[src/rtl/uart_tx_frame_pkg.sv]
`default_nettype none
// ============================================================================
// Module      : uart_tx_frame_pkg
// Description : Shared UART definitions: parity modes, FSM state encodings
//               and the baud divider helper. Intended for reuse by a uart_rx.
// Revision    : 1.0 - initial release
// ============================================================================
package uart_tx_frame_pkg;

    // Parity modes
    localparam int c_parity_none = 0;
    localparam int c_parity_odd  = 1;
    localparam int c_parity_even = 2;

    // Frame state encodings
    typedef logic [2:0] state_t;
    localparam state_t c_st_idle   = 3'd0;
    localparam state_t c_st_start  = 3'd1;
    localparam state_t c_st_data   = 3'd2;
    localparam state_t c_st_parity = 3'd3;
    localparam state_t c_st_stop   = 3'd4;

    // Rounded clocks-per-bit
    function automatic int calc_divider(input int clk_hz, input int baud);
        return (clk_hz + baud / 2) / baud;
    endfunction

endpackage
`default_nettype wire

[src/rtl/uart_baud_tick.sv]
`default_nettype none
// ============================================================================
// Module      : uart_baud_tick
// Description : Bit-period timer. Emits a one-cycle tick every DIVIDER
//               cycles; restart holds the count at zero.
// Revision    : 1.0 - initial release
// ============================================================================
module uart_baud_tick #(
    parameter int DIVIDER = 434
) (
    input  logic clock,
    input  logic reset_n,
    input  logic restart,
    output logic tick
);

    localparam int c_cnt_w = (DIVIDER > 1) ? $clog2(DIVIDER) : 1;
    localparam logic [c_cnt_w-1:0] c_last = c_cnt_w'(DIVIDER - 1);

    logic [c_cnt_w-1:0] r_count;

    // Free-running modulo-DIVIDER counter, cleared while restart is high
    always_ff @(posedge clock or negedge reset_n) begin
        if (!reset_n) begin
            r_count <= '0;
        end else if (restart || (r_count == c_last)) begin
            r_count <= '0;
        end else begin
            r_count <= r_count + 1'b1;
        end
    end

    assign tick = (r_count == c_last);

endmodule
`default_nettype wire

[src/rtl/uart_tx_frame.sv]
`default_nettype none
// ============================================================================
// Module      : uart_tx_frame
// Description : UART transmitter: start bit, DATA_BITS data bits LSB first,
//               optional parity, 1 or 2 stop bits. ready/start handshake
//               allows back-to-back frames with no idle gap.
// Revision    : 1.0 - initial release
// ============================================================================
module uart_tx_frame
    import uart_tx_frame_pkg::*;
#(
    parameter int CLOCK_FREQUENCY = 50000000,
    parameter int BAUD_RATE       = 115200,
    parameter int DATA_BITS       = 8,
    parameter int PARITY          = 0,
    parameter int STOP_BITS       = 1
) (
    input  logic                 clock,
    input  logic                 reset_n,
    input  logic [DATA_BITS-1:0] data,
    input  logic                 start,
    output logic                 ready,
    output logic                 busy,
    output logic                 done,
    output logic                 tx
);

    localparam int       c_divider    = calc_divider(CLOCK_FREQUENCY, BAUD_RATE);
    localparam bit       c_has_parity = (PARITY != c_parity_none);
    localparam logic [3:0] c_last_data = 4'(DATA_BITS - 1);
    localparam logic [3:0] c_last_stop = 4'(STOP_BITS - 1);

    generate
        if ((c_divider < 2) || (DATA_BITS < 5) || (DATA_BITS > 9) ||
            (PARITY < 0) || (PARITY > 2) || (STOP_BITS < 1) || (STOP_BITS > 2)) begin : g_bad_params
            $error("uart_tx_frame: illegal parameter combination");
        end
    endgenerate

    state_t               r_state, w_state_next;
    logic [DATA_BITS-1:0] r_shift, w_shift_next;
    logic                 r_parity, w_parity_next;
    logic [3:0]           r_bit_cnt, w_bit_cnt_next;
    logic                 r_tx, w_tx_next;
    logic                 r_done, w_done_next;
    logic                 w_ready;
    logic                 w_tick;
    logic                 w_restart;
    logic                 w_parity_calc;

    // Bit timer is parked at zero while idle so a new frame starts a full bit
    assign w_restart = (r_state == c_st_idle);

    uart_baud_tick #(
        .DIVIDER (c_divider)
    ) u_baud_tick (
        .clock   (clock),
        .reset_n (reset_n),
        .restart (w_restart),
        .tick    (w_tick)
    );

    // Even parity bit is the XOR of the data bits; odd is its complement
    assign w_parity_calc = (PARITY == c_parity_even) ? (^data) : ~(^data);

    // State, datapath and registered line output
    always_ff @(posedge clock or negedge reset_n) begin
        if (!reset_n) begin
            r_state   <= c_st_idle;
            r_shift   <= '0;
            r_parity  <= 1'b0;
            r_bit_cnt <= '0;
            r_tx      <= 1'b1;
            r_done    <= 1'b0;
        end else begin
            r_state   <= w_state_next;
            r_shift   <= w_shift_next;
            r_parity  <= w_parity_next;
            r_bit_cnt <= w_bit_cnt_next;
            r_tx      <= w_tx_next;
            r_done    <= w_done_next;
        end
    end

    // Next-state logic; ready is also high in the final cycle of the last
    // stop bit so a waiting start is taken on the frame-end edge itself
    always_comb begin
        w_state_next   = r_state;
        w_shift_next   = r_shift;
        w_parity_next  = r_parity;
        w_bit_cnt_next = r_bit_cnt;
        w_tx_next      = r_tx;
        w_done_next    = 1'b0;
        w_ready        = 1'b0;

        case (r_state)
            c_st_idle: begin
                w_ready   = 1'b1;
                w_tx_next = 1'b1;
            end
            c_st_start: begin
                if (w_tick) begin
                    w_state_next   = c_st_data;
                    w_tx_next      = r_shift[0];
                    w_shift_next   = {1'b0, r_shift[DATA_BITS-1:1]};
                    w_bit_cnt_next = '0;
                end
            end
            c_st_data: begin
                if (w_tick) begin
                    if (r_bit_cnt == c_last_data) begin
                        w_bit_cnt_next = '0;
                        if (c_has_parity) begin
                            w_state_next = c_st_parity;
                            w_tx_next    = r_parity;
                        end else begin
                            w_state_next = c_st_stop;
                            w_tx_next    = 1'b1;
                        end
                    end else begin
                        w_bit_cnt_next = r_bit_cnt + 4'd1;
                        w_tx_next      = r_shift[0];
                        w_shift_next   = {1'b0, r_shift[DATA_BITS-1:1]};
                    end
                end
            end
            c_st_parity: begin
                if (w_tick) begin
                    w_state_next   = c_st_stop;
                    w_tx_next      = 1'b1;
                    w_bit_cnt_next = '0;
                end
            end
            c_st_stop: begin
                if (w_tick) begin
                    if (r_bit_cnt == c_last_stop) begin
                        w_ready      = 1'b1;
                        w_done_next  = 1'b1;
                        w_state_next = c_st_idle;
                        w_tx_next    = 1'b1;
                    end else begin
                        w_bit_cnt_next = r_bit_cnt + 4'd1;
                    end
                end
            end
            default: begin
                w_state_next = c_st_idle;
                w_tx_next    = 1'b1;
            end
        endcase

        if (start && w_ready) begin
            w_state_next   = c_st_start;
            w_shift_next   = data;
            w_parity_next  = w_parity_calc;
            w_bit_cnt_next = '0;
            w_tx_next      = 1'b0;
        end
    end

    assign ready = w_ready;
    assign busy  = ~w_ready;
    assign done  = r_done;
    assign tx    = r_tx;

endmodule
`default_nettype wire

[config.mk]
export PLATFORM = sky130hd
export DESIGN_NAME = uart_tx_frame
export DESIGN_NICKNAME = d
export VERILOG_FILES = /design/src/rtl/uart_tx_frame_pkg.sv /design/src/rtl/uart_baud_tick.sv /design/src/rtl/uart_tx_frame.sv
export SDC_FILE = /design/constraint.sdc
export NUM_CORES = 1
export LEC_CHECK = 0
export ABC_AREA = 0
export CELL_PAD_IN_SITES_DETAIL_PLACEMENT = 0
export CELL_PAD_IN_SITES_GLOBAL_PLACEMENT = 1
export CORE_AREA = 2 2 61 63
export DETAILED_ROUTE_END_ITERATION = 10
export DIE_AREA = 0 0 63 65
export MAX_ROUTING_LAYER = met4
export PLACE_DENSITY = 0.78
export SETUP_SLACK_MARGIN = 0.4
export SLEW_MARGIN = 10
export SYNTH_ARGS = -nofsm -noshare
export SYNTH_HDL_FRONTEND = slang
export SYNTH_SLANG_ARGS = --single-unit
[constraint.sdc]
create_clock -name clock -period 2 [get_ports clock]
set_input_delay 0.4 -clock clock [delete_from_list [all_inputs] [get_ports clock]]
set_output_delay 0.4 -clock clock [all_outputs]
set_load 0.005 [all_outputs]
### Word-level counts from Yosys, hierarchy flattened

Cells that the tools add are included.

| word-level totals | value |
|---|---|
| register bits | 26 |
| input bits | 11 |
| output and inout bits | 4 |
| logic and storage cells | 69 |

| cells by class | value |
|---|---|
| $add $sub $neg | 2 |
| eq/ne operators | 16 |
| mux-type cells | 33 |
| bitwise logic cells | 1 |
| reduce and logical (&&, ||, !) cells | 11 |

Operator list:

| kind | number |
|---|---|
| $mux W8 | 4 |
| $mux W4 | 6 |
| $mux W3 | 7 |
| $pmux W8 S2 | 1 |
| $pmux W3 S5 | 1 |
| $ne A3 B2 Y1 const B | 4 |
| $ne A3 B3 Y1 const B | 4 |
| $pmux W4 S3 | 1 |
| $mux W1 | 10 |
| $reduce_and A5 Y1 | 2 |
| $add A9 B1 Y9 const B | 1 |
| $eq A9 B9 Y1 const B | 1 |
| $mux W9 | 1 |
| $reduce_and A7 Y1 | 1 |
| $eq A3 B2 Y1 const B | 2 |
| $add A4 B1 Y4 const B | 1 |
| $eq A4 B3 Y1 const B | 1 |
| $logic_not A4 Y1 | 1 |
| $pmux W1 S4 | 1 |
| $reduce_and A4 Y1 | 1 |
| $reduce_bool A4 Y1 | 1 |
| $eq A3 B1 Y1 const B | 1 |
| $eq A3 B3 Y1 const B | 1 |
| $logic_not A3 Y1 | 1 |
| 8 further kinds | 8 |

### Longest topological paths before layout

Gate-level depths: netlist of the first run.

| logic depth | value |
|---|---|
| depth after elaboration | 7 |
| depth in mapped cells | 8 |

### Hierarchy

Synthesis of the first run repeated with hierarchy kept, for this count alone.

| unflattened totals | value |
|---|---|
| cell total of the unflattened synthesis | 154 |
| area total of the unflattened synthesis | 1519.0 um^2 |

By module, submodules not included:

| module | instances | cells an instance | area each (um^2) | sequential area each (um^2) |
|---|---|---|---|---|
| uart_tx_frame | 1 | 106 | 1033.5 | 426.7 |
| uart_baud_tick | 1 | 48 | 485.5 | 225.2 |

### Worst setup path before layout of the first run

Ideal clock, no wire load.

| path | value |
|---|---|
| path kind | register -> register |
| start | reg u_baud_tick.r_count[0] |
| end | reg r_shift[0] |
| library setup time | 0.144 ns |
| arrival time | 1.629 ns |
| data required time | 1.856 ns |
| slack | 0.227 ns |
| stages on the path, launching flop included | 7 |
| path buffers | 0 |
| period minus slack after synthesis | 1.773 ns |
| cell sequence | dfrtp_1 ha_1 and4b_4 and2_4 a2111oi_4 o21bai_2 a221oi_1 |

| between the ends | value |
|---|---|
| longest elaborated chain between the ends | 6 |
| elaborated cells on any way between the ends | 10 |
| those cells by class | eq/ne (4); mux (3); reduce/logical (3) |

Ends and longest elaborated chain:

| item | RTL line | source |
|---|---|---|
| start: declaration | uart_baud_tick.sv:20 | `logic [c_cnt_w-1:0] r_count;` |
| start signal: assignment | uart_baud_tick.sv:29 | `r_count <= r_count + 1'b1;` |
| $eq A9 B9 Y1 (*) | uart_baud_tick.sv:33 | `assign tick = (r_count == c_last);` |
| $mux W1 | uart_tx_frame.sv:135 | `if (w_tick) begin` |
| $pmux W1 S2 | uart_tx_frame.sv:96 | `case (r_state)` |
| $logic_and A1 B1 Y1 | uart_tx_frame.sv:152 | `if (start && w_ready) begin` |
| $ne A3 B3 Y1 (no source line) (tied with other cells) | n/a |  |
| $reduce_and A4 Y1 (no source line) | n/a |  |
| end signal: assignment | uart_tx_frame.sv:77 | `r_shift <= w_shift_next;` |
| end: declaration | uart_tx_frame.sv:41 | `logic [DATA_BITS-1:0] r_shift, w_shift_next;` |

Every way passes the cells marked *; elsewhere a longest branch is shown, timed or not.
A chain may end at the register's enable or synchronous reset.

### Worst setup path after layout of the first run

| path | value |
|---|---|
| start | reg r_bit_cnt[1] |
| end | out ready |

| between the ends | value |
|---|---|
| longest elaborated chain between the ends | 4 |

Ends and longest elaborated chain:

| item | RTL line | source |
|---|---|---|
| start: declaration | uart_tx_frame.sv:43 | `logic [3:0] r_bit_cnt, w_bit_cnt_next;` |
| start signal: assignment | uart_tx_frame.sv:79 | `r_bit_cnt <= w_bit_cnt_next;` |
| $logic_not A4 Y1 | uart_tx_frame.sv:136 | `if (r_bit_cnt == c_last_stop) begin` |
| $mux W1 | uart_tx_frame.sv:136 |  |
| $mux W1 | uart_tx_frame.sv:135 |  |
| $pmux W1 S2 | uart_tx_frame.sv:96 |  |
| end: declaration | uart_tx_frame.sv:22 | `output logic ready,` |

Every way passes these cells.

==> run summary, run 1 <==
Number of remaining DRC errors -> 0
Crit Path Max Fanout -> 2
Number of buffer cells added on primary ports -> 14
Cell taking the most area after synthesis -> sky130_fd_sc_hd__dfrtp_1
Highest clock frequency the design can meet -> 454 MHz
Wirelength, routed -> 3.37 mm
Post-route setup slack -> -0.204 ns
Number of CTS-inserted buffers -> 3
Cell area reported after detailed placement -> 0.00179 mm²
Die Outline Area -> 0.00410 mm²
Leading cell types by total area after synthesis -> sky130_fd_sc_hd__dfrtp_1 (44%), sky130_fd_sc_hd__nor2_1 (6.0%), sky130_fd_sc_hd__inv_1 (4.7%), sky130_fd_sc_hd__a221oi_1 (4.3%), sky130_fd_sc_hd__ha_1 (3.5%)
Kind of critical path -> flip-flop to primary output
Number of enable flip-flop cells after synthesis -> 0
Maximum number of pins on one net before global-route repair -> 27
Required time at the worst-slack endpoint -> 1.60 ns
Initial antenna violation count -> 0
CTS hold repair buffers -> 0
Worst endpoint data arrival time -> 1.80 ns
Latest clock arrival within the worst-skew pair -> 0.32 ns
Total area of sequential cells -> 652 µm²
Max-slew violation total from the final report -> 0
Worst-path clk slew -> 0.15 ns
Fill cell instance count of the final layout -> 296
Number of vias per cell after detailed routing -> 5.14
Headroom to the max-slew limit -> 0.728
Routed length per instance -> 13.9 µm
Number of global-route vias before repair -> 1222
Class of the tightest hold or removal check -> input port to async pin
Yosys warnings -> 0
Actual slew at the worst max-slew pin -> 0.407 ns
Final Hold Vio Count -> 0
GR Util All Layers -> 0.179
Y dimension of the die -> 65 µm
Final HPWL DP -> 2.32 mm
Launching instance or port of the critical path -> r_bit_cnt[1]$_DFFE_PN0P_
Via count -> 1243
Count of placed standard cells including taps -> 229
Area share of the leading cell type in the synthesized netlist -> 0.435
Chip Width -> 63 µm
Number of placement rows -> 22
Worst R2R Start -> r_bit_cnt[1]$_DFFE_PN0P_
Summed instance area of the synthesized netlist -> 0.00144 mm²
Final worst-path cycle share -> 1.10
Pwr dens -> 457 mW/mm²
Root cell of the clock tree -> sky130_fd_sc_hd__clkbuf_4
Area added between synthesis and finish -> 46.6%
Cell count after synthesis -> 152
Top-count cell post-synth -> sky130_fd_sc_hd__dfrtp_1
Initial DRC count -> 41
Core Area -> 0.00350 mm²
Max-capacitance violation count -> 0
Violated checks -> setup timing
Number of synthesized register bits -> 26
Final Instance Area -> 0.00211 mm²
Average cell area after synthesis -> 9.46 µm²
Setup violators final -> 2
Top flip-flop cell by instance count after synthesis -> sky130_fd_sc_hd__dfrtp_1
Proportion of layout cells with a drive suffix above 1 -> 0.407
Post-layout instance count excluding filler cells -> 242
Clock net sink count -> 26
Worst-case hold slack -> 0.425 ns
Wire length of the first global-routing pass -> 5.49 mm
Static Leakage -> 0.927 nW
Clock tree from TritonCTS -> built
Remaining antenna violation count after routing -> 0
Top-level port count -> 15
Post-synthesis net count -> 167
Gr ovfl total -> 0
Total number of H-tree levels -> 1
Clock period minus final worst setup slack -> 2.20 ns
Net count of the finished layout -> 210
Antenna cell count -> 0
Clock Skews -> 0.00504 ns
Unrepaired setup endpoints after global routing -> true
Total area of multi-input combinational cells -> 897 µm²
Category of the worst setup path launch point -> flip-flop
Cell types with the highest counts after synthesis -> sky130_fd_sc_hd__dfrtp_1 (25), sky130_fd_sc_hd__nor2_1 (23), sky130_fd_sc_hd__inv_1 (18)
Clock tree buffer depth -> 2
Worst IR drop on VDD -> 0.000417 V
Effective utilization at floorplan -> 0.411
Pre-Repair DR Iteration Count -> 4
Synth async-reset ratio -> 1.00
Distinct cells, synth -> 45
Proportion of synthesized chip area in sequential cells -> 0.453
Run status -> complete, but fails checks
Kind of end point of the critical path -> primary output
Routability Congestion -> 0.890
[what timing repair did]
action	CTS	global route
buffers inserted	3	6
gates resized for setup	33	25
endpoints found under the setup margin	25	19
gates cloned	0	0
pin swaps	9	15
[layer usage]
metal	GRT usage	part of all wire
met5	-	0
met4	0.103	0.010
met3	0.0226	0.017
met2	0.303	0.52
met1	0.207	0.45
[where the power goes]
part | switching (mW) | internal (mW)
Combinational | 0.0263 | 0.0339
Sequential | 0.00392 | 0.534
Clock | 0.161 | 0.202
Total | 0.192 | 0.770
[path summary, 6_finish.rpt]
path / to / slack [ns] / depth (start not counted)
worst max-delay path: ready / -0.20 / 8
worst max register to register: r_state[0]$_DFFE_PN0P_ / 0.11 / 10
min in group clock: tx$_DFFE_PN1P_ / 0.48 / 2
worst min-delay path: r_shift[6]$_DFFE_PN0P_ / 0.42 / 2
max in group asynchronous: tx$_DFFE_PN1P_ / 1.28 / 2
worst min register to register: tx$_DFFE_PN1P_ / 0.48 / 2
[logic make-up (layout without fill, tap and decap cells)]
logic type | Yosys count | in the layout | synth area share
AND/OR/NAND/NOR | 59 | 59 | 0.225
AO/OA/AOI/OAI | 32 | 32 | 0.171
flip-flops | 26 | 26 | 0.453
buffers and inverters | 23 | 65 | 0.0661
XOR/XNOR | 7 | 7 | 0.0426
adder cells (fa/ha/maj) | 4 | 4 | 0.0348
multiplexers | 1 | 1 | 0.00696
[registers in the layout (all words and copies together) (netlist names)]
register and cells:
r_state 3, u_baud_tick.r_count 9, r_shift 8, done 1
r_bit_cnt 4, tx 1
[critical path, cell delays in order, from the launching register on]
cell and delay [ns]:
sky130_fd_sc_hd__dfrtp_1 0.42, sky130_fd_sc_hd__inv_1 0.07, sky130_fd_sc_hd__ha_2 0.17, sky130_fd_sc_hd__nor3b_4 0.22, sky130_fd_sc_hd__nand3_2 0.11, sky130_fd_sc_hd__a21oi_2 0.20
sky130_fd_sc_hd__buf_4 0.14, sky130_fd_sc_hd__buf_6 0.08, sky130_fd_sc_hd__buf_6 0.08
[metrics by stage]
stage,power (mW),TNS [ns],util,setup slack [ns]
after detailed placement,0.601,-0.321,0.513,-0.0795
after global placement,0.599,-0.0806,0.513,-0.0232
after CTS,0.971,-0.196,0.562,-0.152
after global routing,0.999,-0.483,0.603,-0.296
after floorplan,0.562,0,-,0.349
final,0.962,-0.303,0.603,-0.204
[final cells by class]
type                            count  area share
Clock inverter                      1      0.0143
Clock buffer                        3      0.0107
Tap cell                           48      0.0285
Timing Repair Buffer               43       0.179
Sequential cell                    26       0.309
Inverter                           18      0.0321
Multi-Input combinational cell    103       0.426
[placed cells by master, fill, tap and decap left out, types with 2 or more instances in the layout]
cell	instances
sky130_fd_sc_hd__a21oi_2	2
sky130_fd_sc_hd__a221oi_2	7
sky130_fd_sc_hd__buf_4	23
sky130_fd_sc_hd__nand2b_1	2
sky130_fd_sc_hd__a31oi_1	2
sky130_fd_sc_hd__nor3b_4	2
sky130_fd_sc_hd__o21ai_1	3
sky130_fd_sc_hd__nand2_2	2
sky130_fd_sc_hd__inv_1	18
sky130_fd_sc_hd__o21ai_2	2
sky130_fd_sc_hd__nor2_1	20
sky130_fd_sc_hd__nand3_1	4
sky130_fd_sc_hd__o21ai_0	2
sky130_fd_sc_hd__nand2_1	6
sky130_fd_sc_hd__xor2_1	2
sky130_fd_sc_hd__dfrtp_1	25
sky130_fd_sc_hd__nor2_2	3
sky130_fd_sc_hd__nand3_2	2
sky130_fd_sc_hd__xnor2_1	5
sky130_fd_sc_hd__ha_2	2
sky130_fd_sc_hd__nand2_4	2
sky130_fd_sc_hd__clkdlybuf4s50_1	10
sky130_fd_sc_hd__buf_6	7
sky130_fd_sc_hd__a21oi_1	4
sky130_fd_sc_hd__clkbuf_4	3
sky130_fd_sc_hd__nor3_1	2
Note: power is estimated with default switching activity, not from simulation.
==> run 2: changes to the inputs <==
--- a/config.mk
+++ b/config.mk
@@ -13,6 +13,7 @@
 export DIE_AREA = 0 0 63 65
 export MAX_ROUTING_LAYER = met4
 export PLACE_DENSITY = 0.78
+export REMOVE_ABC_BUFFERS = 1
 export SETUP_SLACK_MARGIN = 0.4
 export SLEW_MARGIN = 10
 export SYNTH_ARGS = -nofsm -noshare
==> run summary, run 2 (synthesized netlist as in run 1, its figures left out) <==
Run status -> finished clean
Antenna cell count -> 0
Remaining antenna violation count after routing -> 0
Unrepaired setup endpoints after global routing -> true
Headroom to the max-slew limit -> 0.745
Core Area -> 0.00350 mm²
Required time at the worst-slack endpoint -> 1.60 ns
Most common cell after layout, fill and taps aside -> sky130_fd_sc_hd__dfrtp_1
Number of placement rows -> 22
Largest registers -> u_baud_tick.r_count (9), r_shift (8), r_bit_cnt (4)
Latest clock arrival within the worst-skew pair -> 0.33 ns
Wire length of the first global-routing pass -> 5.51 mm
Number of vias per cell after detailed routing -> 5.11
Post-route setup slack -> 0.00887 ns
Clock net sink count -> 26
Number of global-route vias before repair -> 1186
Number of CTS-inserted buffers -> 3
Highest clock frequency the design can meet -> 502 MHz
Setup WS pre-CTS -> -0.0644 ns
Initial DRC count -> 40
Worst endpoint data arrival time -> 1.59 ns
Pre-Repair DR Iteration Count -> 4
Total Negative Setup Slacks -> 0 ns
Worst IR drop on VDD -> 0.000415 V
Initial antenna violation count -> 0
Clock tree from TritonCTS -> built
Maximum number of pins on one net before global-route repair -> 27
Max-capacitance violation count -> 0
Actual slew at the worst max-slew pin -> 0.383 ns
Wirelength, routed -> 3.26 mm
Clock tree buffer depth -> 2
Area added between synthesis and finish -> 39.2%
Crit Path Max Fanout -> 2
Routability Congestion -> 0.807
Top-level port count -> 15
Number of buffer cells added on primary ports -> 14
Pwr dens -> 486 mW/mm²
Kind of critical path -> flip-flop to primary output
Final HPWL DP -> 2.14 mm
Y dimension of the die -> 65 µm
Max-slew violation total from the final report -> 0
Setup violators final -> 0
Root cell of the clock tree -> sky130_fd_sc_hd__clkbuf_4
Kind of end point of the critical path -> primary output
Most used cells in the layout excluding fill and tap cells -> sky130_fd_sc_hd__dfrtp_1 (25), sky130_fd_sc_hd__nor2_1 (23), sky130_fd_sc_hd__buf_4 (21)
Final Hold Vio Count -> 0
Final worst-path cycle share -> 0.996
Total number of H-tree levels -> 1
Die Outline Area -> 0.00410 mm²
Number of remaining DRC errors -> 0
Fill cell instance count of the final layout -> 309
Static Leakage -> 0.884 nW
Number of flip-flops under the largest register name -> 9
Register ranked first by flip-flop count -> u_baud_tick.r_count
Effective utilization at floorplan -> 0.411
CTS hold repair buffers -> 0
Class of the tightest hold or removal check -> input port to async pin
Category of the worst setup path launch point -> flip-flop
Via count -> 1212
Chip Width -> 63 µm
Clock period minus final worst setup slack -> 1.99 ns
Clock Skews -> 0.00306 ns
Routed length per instance -> 13.7 µm
Post-Route Utilization -> 0.572
Proportion of layout cells with a drive suffix above 1 -> 0.339
Gr ovfl total -> 0
Net count of the finished layout -> 205
Worst-path clk slew -> 0.15 ns
GR Util All Layers -> 0.179
run 2: repair_timing:
action	CTS	global route
setup endpoints to repair	27	18
cloned	1	0
pin swaps	17	6
gates resized for setup	34	10
setup buffers	1	2
run 2: stage by stage:
step	cell area [µm²]	hold WS, ns	cells	total power, mW
final	2000	0.413	237	0.972
after global routing	2000	0.436	237	1.01
after CTS	1940	0.422	235	0.978
after detailed placement	1760	0.458	229	0.599
after global placement	1760	0.458	229	0.597
after floorplan	1410	0.104	147	0.560
run 2: final timing paths:
kind	start	endpoint	slack [ns]	cells past startpoint
min in group clock	tx$_DFFE_PN1P_	tx$_DFFE_PN1P_	0.48	2
max in group asynchronous	reset_n	tx$_DFFE_PN1P_	1.29	2
min	reset_n	r_shift[4]$_DFFE_PN0P_	0.41	2
max reg2reg	u_baud_tick.r_count[0]$_DFF_PN0_	r_shift[7]$_DFFE_PN0P_	0.02	7
min reg2reg	tx$_DFFE_PN1P_	tx$_DFFE_PN1P_	0.48	2
max	u_baud_tick.r_count[1]$_DFF_PN0_	busy	0.009	7
run 2: report_power, final:
part	switching, mW	internal, mW	leakage, nW
Sequential	0.00318	0.534	0.313
Clock	0.171	0.203	0.0279
Combinational	0.0269	0.0340	0.542
Total	0.202	0.771	0.884
run 2: metal layers:
layer	wire length, µm	vias to the layer above	track usage
met5	0	-	-
met4	29	0	0.0667
met3	82	2	0.0382
met2	1670	15	0.301
met1	1470	591	0.212
li1	-	604	-
run 2: layout make-up:
| cell class | count | area, µm² | share of cell area |
|---|---|---|---|
| Tap cell | 48 | 60.1 | 0.0300 |
| Clock buffer | 3 | 22.5 | 0.0113 |
| Timing Repair Buffer | 37 | 308 | 0.154 |
| Sequential cell | 26 | 652 | 0.326 |
| Inverter | 18 | 67.6 | 0.0338 |
| Multi-Input combinational cell | 104 | 861 | 0.430 |
| Clock inverter | 1 | 30.0 | 0.0150 |
run 2: worst max-delay path: stages (launching register included):
cell                      delay [ns]
sky130_fd_sc_hd__dfrtp_1        0.41
sky130_fd_sc_hd__inv_1          0.06
sky130_fd_sc_hd__ha_2           0.15
sky130_fd_sc_hd__and4b_4        0.27
sky130_fd_sc_hd__nand3_4        0.07
sky130_fd_sc_hd__a21oi_2        0.14
sky130_fd_sc_hd__inv_1          0.04
sky130_fd_sc_hd__buf_2          0.12
==> run 3: changes to the inputs <==
--- a/config.mk
+++ b/config.mk
@@ -11,6 +11,7 @@
 export CORE_AREA = 2 2 61 63
 export DETAILED_ROUTE_END_ITERATION = 10
 export DIE_AREA = 0 0 63 65
+export GPL_TIMING_DRIVEN = 0
 export MAX_ROUTING_LAYER = met4
 export PLACE_DENSITY = 0.78
 export REMOVE_ABC_BUFFERS = 1
==> run summary, run 3 (synthesized netlist as in run 1, its figures left out) <==
Violated checks -> setup timing
Remaining antenna violation count after routing -> 0
Worst IR drop on VDD -> 0.000180 V
Gr ovfl total -> 0
Most used cells in the layout excluding fill and tap cells -> sky130_fd_sc_hd__dfrtp_1 (25), sky130_fd_sc_hd__nor2_1 (23), sky130_fd_sc_hd__inv_1 (18)
Crit Path Max Fanout -> 2
Latest clock arrival within the worst-skew pair -> 0.33 ns
Maximum number of pins on one net before global-route repair -> 27
Routability Congestion -> 0.893
Kind of cell adding the most delay to the critical path -> flip-flops
Setup violators final -> 1
Cell with the most instances on the worst path -> sky130_fd_sc_hd__inv_1
Root cell of the clock tree -> sky130_fd_sc_hd__clkbuf_4
Pre-Repair DR Iteration Count -> 4
Final Hold Vio Count -> 0
Clock tree buffer depth -> 2
Routed length per instance -> 13.6 µm
Clock net sink count -> 26
Worst R2R Start -> u_baud_tick.r_count[1]$_DFF_PN0_
R2R depth -> 9
Unrepaired setup endpoints after global routing -> true
Number of buffer cells added on primary ports -> 14
Kind of end point of the critical path -> primary output
GR Util All Layers -> 0.162
R2R Setup Slk -> 0.09 ns
Number of CTS-inserted buffers -> 3
Category of the worst setup path launch point -> flip-flop
Ordered cell list for the critical path -> inv_1 > ha_1 > and4b_4 > nand3_2 > a21oi_2 > inv_1 > buf_2
Wirelength, routed -> 3.03 mm
Buffer and inverter count on the worst path -> 3
Initial DRC count -> 48
Core Area -> 0.00350 mm²
Pwr dens -> 472 mW/mm²
Number of placement rows -> 22
CTS hold repair buffers -> 0
Antenna cell count -> 0
Final worst-path cycle share -> 1.01
Largest registers -> u_baud_tick.r_count (9), r_shift (8), r_bit_cnt (4)
Worst endpoint data arrival time -> 1.61 ns
Run status -> complete, but fails checks
Net count of the finished layout -> 191
Total Negative Setup Slacks -> -0.0117 ns
Area added between synthesis and finish -> 27.4%
Initial antenna violation count -> 0
Static Leakage -> 0.812 nW
Worst-path clk slew -> 0.15 ns
Total number of H-tree levels -> 1
Power, Total -> 864 µW
Max-slew violation total from the final report -> 0
Delay contributed by the slowest stage of the critical path -> 0.42 ns
Y dimension of the die -> 65 µm
Final HPWL DP -> 2.00 mm
Clock period minus final worst setup slack -> 2.01 ns
Headroom to the max-slew limit -> 0.579
Actual slew at the worst max-slew pin -> 0.627 ns
Number of remaining DRC errors -> 0
Required time at the worst-slack endpoint -> 1.60 ns
Clock Skews -> 0.00453 ns
Highest clock frequency the design can meet -> 497 MHz
Post-route setup slack -> -0.0117 ns
Endpoint of the worst register-to-register path -> r_bit_cnt[2]$_DFFE_PN0P_
Clock tree from TritonCTS -> built
Most common cell after layout, fill and taps aside -> sky130_fd_sc_hd__dfrtp_1
Class of the tightest hold or removal check -> input port to async pin
Wire length of the first global-routing pass -> 5.09 mm
Number of flip-flops under the largest register name -> 9
Chip Width -> 63 µm
Effective utilization at floorplan -> 0.411
Proportion of layout cells with a drive suffix above 1 -> 0.251
Top-level port count -> 15
Register ranked first by flip-flop count -> u_baud_tick.r_count
Via count -> 1156
Die Outline Area -> 0.00410 mm²
Setup WS pre-CTS -> -0.317 ns
Slowest library cell on the worst path -> sky130_fd_sc_hd__dfrtp_1
Number of global-route vias before repair -> 1097
Max-capacitance violation count -> 0
Kind of critical path -> flip-flop to primary output
Number of vias per cell after detailed routing -> 5.18
Worst-case hold slack -> 0.0520 ns
run 3: cell types whose count changed in the layout (fill, tap and decap cells not counted), sizes merged:
| cell | delta |
|---|---|
| clkbuf | +1 |
| dlygate4sd2 | -1 |
| buf | -12 |
| a21bo | -1 |
| clkdlybuf4s50 | -1 |
| dlymetal6s2s | +1 |
| bufinv | -1 |
run 3: area by class of cell:
cell class	instances	area, µm²
Fill cell	319	1660
Sequential cell	26	652
Tap cell	48	60.1
Timing Repair Buffer	24	213
Clock buffer	4	36.3
Multi-Input combinational cell	103	803
Inverter	18	67.6
run 3: worst max path at each step:
| stage | to | startpoint | depth (start not counted) |
|---|---|---|---|
| 2_1_floorplan | r_shift[0]$_DFFE_PN0P_ | u_baud_tick.r_count[0]$_DFF_PN0_ | 6 |
| 3_3_place_gp | ready | r_bit_cnt[0]$_DFFE_PN0P_ | 6 |
| 3_5_place_dp | ready | r_bit_cnt[0]$_DFFE_PN0P_ | 6 |
| 4_1_cts | busy | r_bit_cnt[0]$_DFFE_PN0P_ | 7 |
| 5_1_grt | busy | r_bit_cnt[0]$_DFFE_PN0P_ | 7 |
| 6_report | busy | u_baud_tick.r_count[1]$_DFF_PN0_ | 7 |
run 3: stage by stage:
stage                      util  cells  cell area [µm²]
after floorplan               -    147             1410
after global placement    0.461    209             1610
after detailed placement  0.461    209             1610
after CTS                 0.518    222             1810
after global routing      0.524    223             1830
final                     0.524    223             1830
run 3: where the power goes:
group / total (mW) / switching (mW) / internal, mW
combinational: 0.0532 / 0.0245 / 0.0287
sequential: 0.537 / 0.00340 / 0.534
clock: 0.274 / 0.162 / 0.111
total: 0.864 / 0.190 / 0.674
run 3: routing by layer:
metal | vias to the layer above | share of wire | track usage
met2 | 19 | 0.50 | 0.263
met4 | 0 | 0.0099 | 0.0583
met5 | - | 0 | -
met3 | 4 | 0.029 | 0.0260
met1 | 563 | 0.46 | 0.207
li1 | 570 | - | -
run 3: repair_timing:
item / 4_1_cts / 5_1_grt
setup endpoints to repair: 26 / 28
setup buffers: 9 / 1
gates resized for setup: 31 / 4
pin swaps: 14 / 4
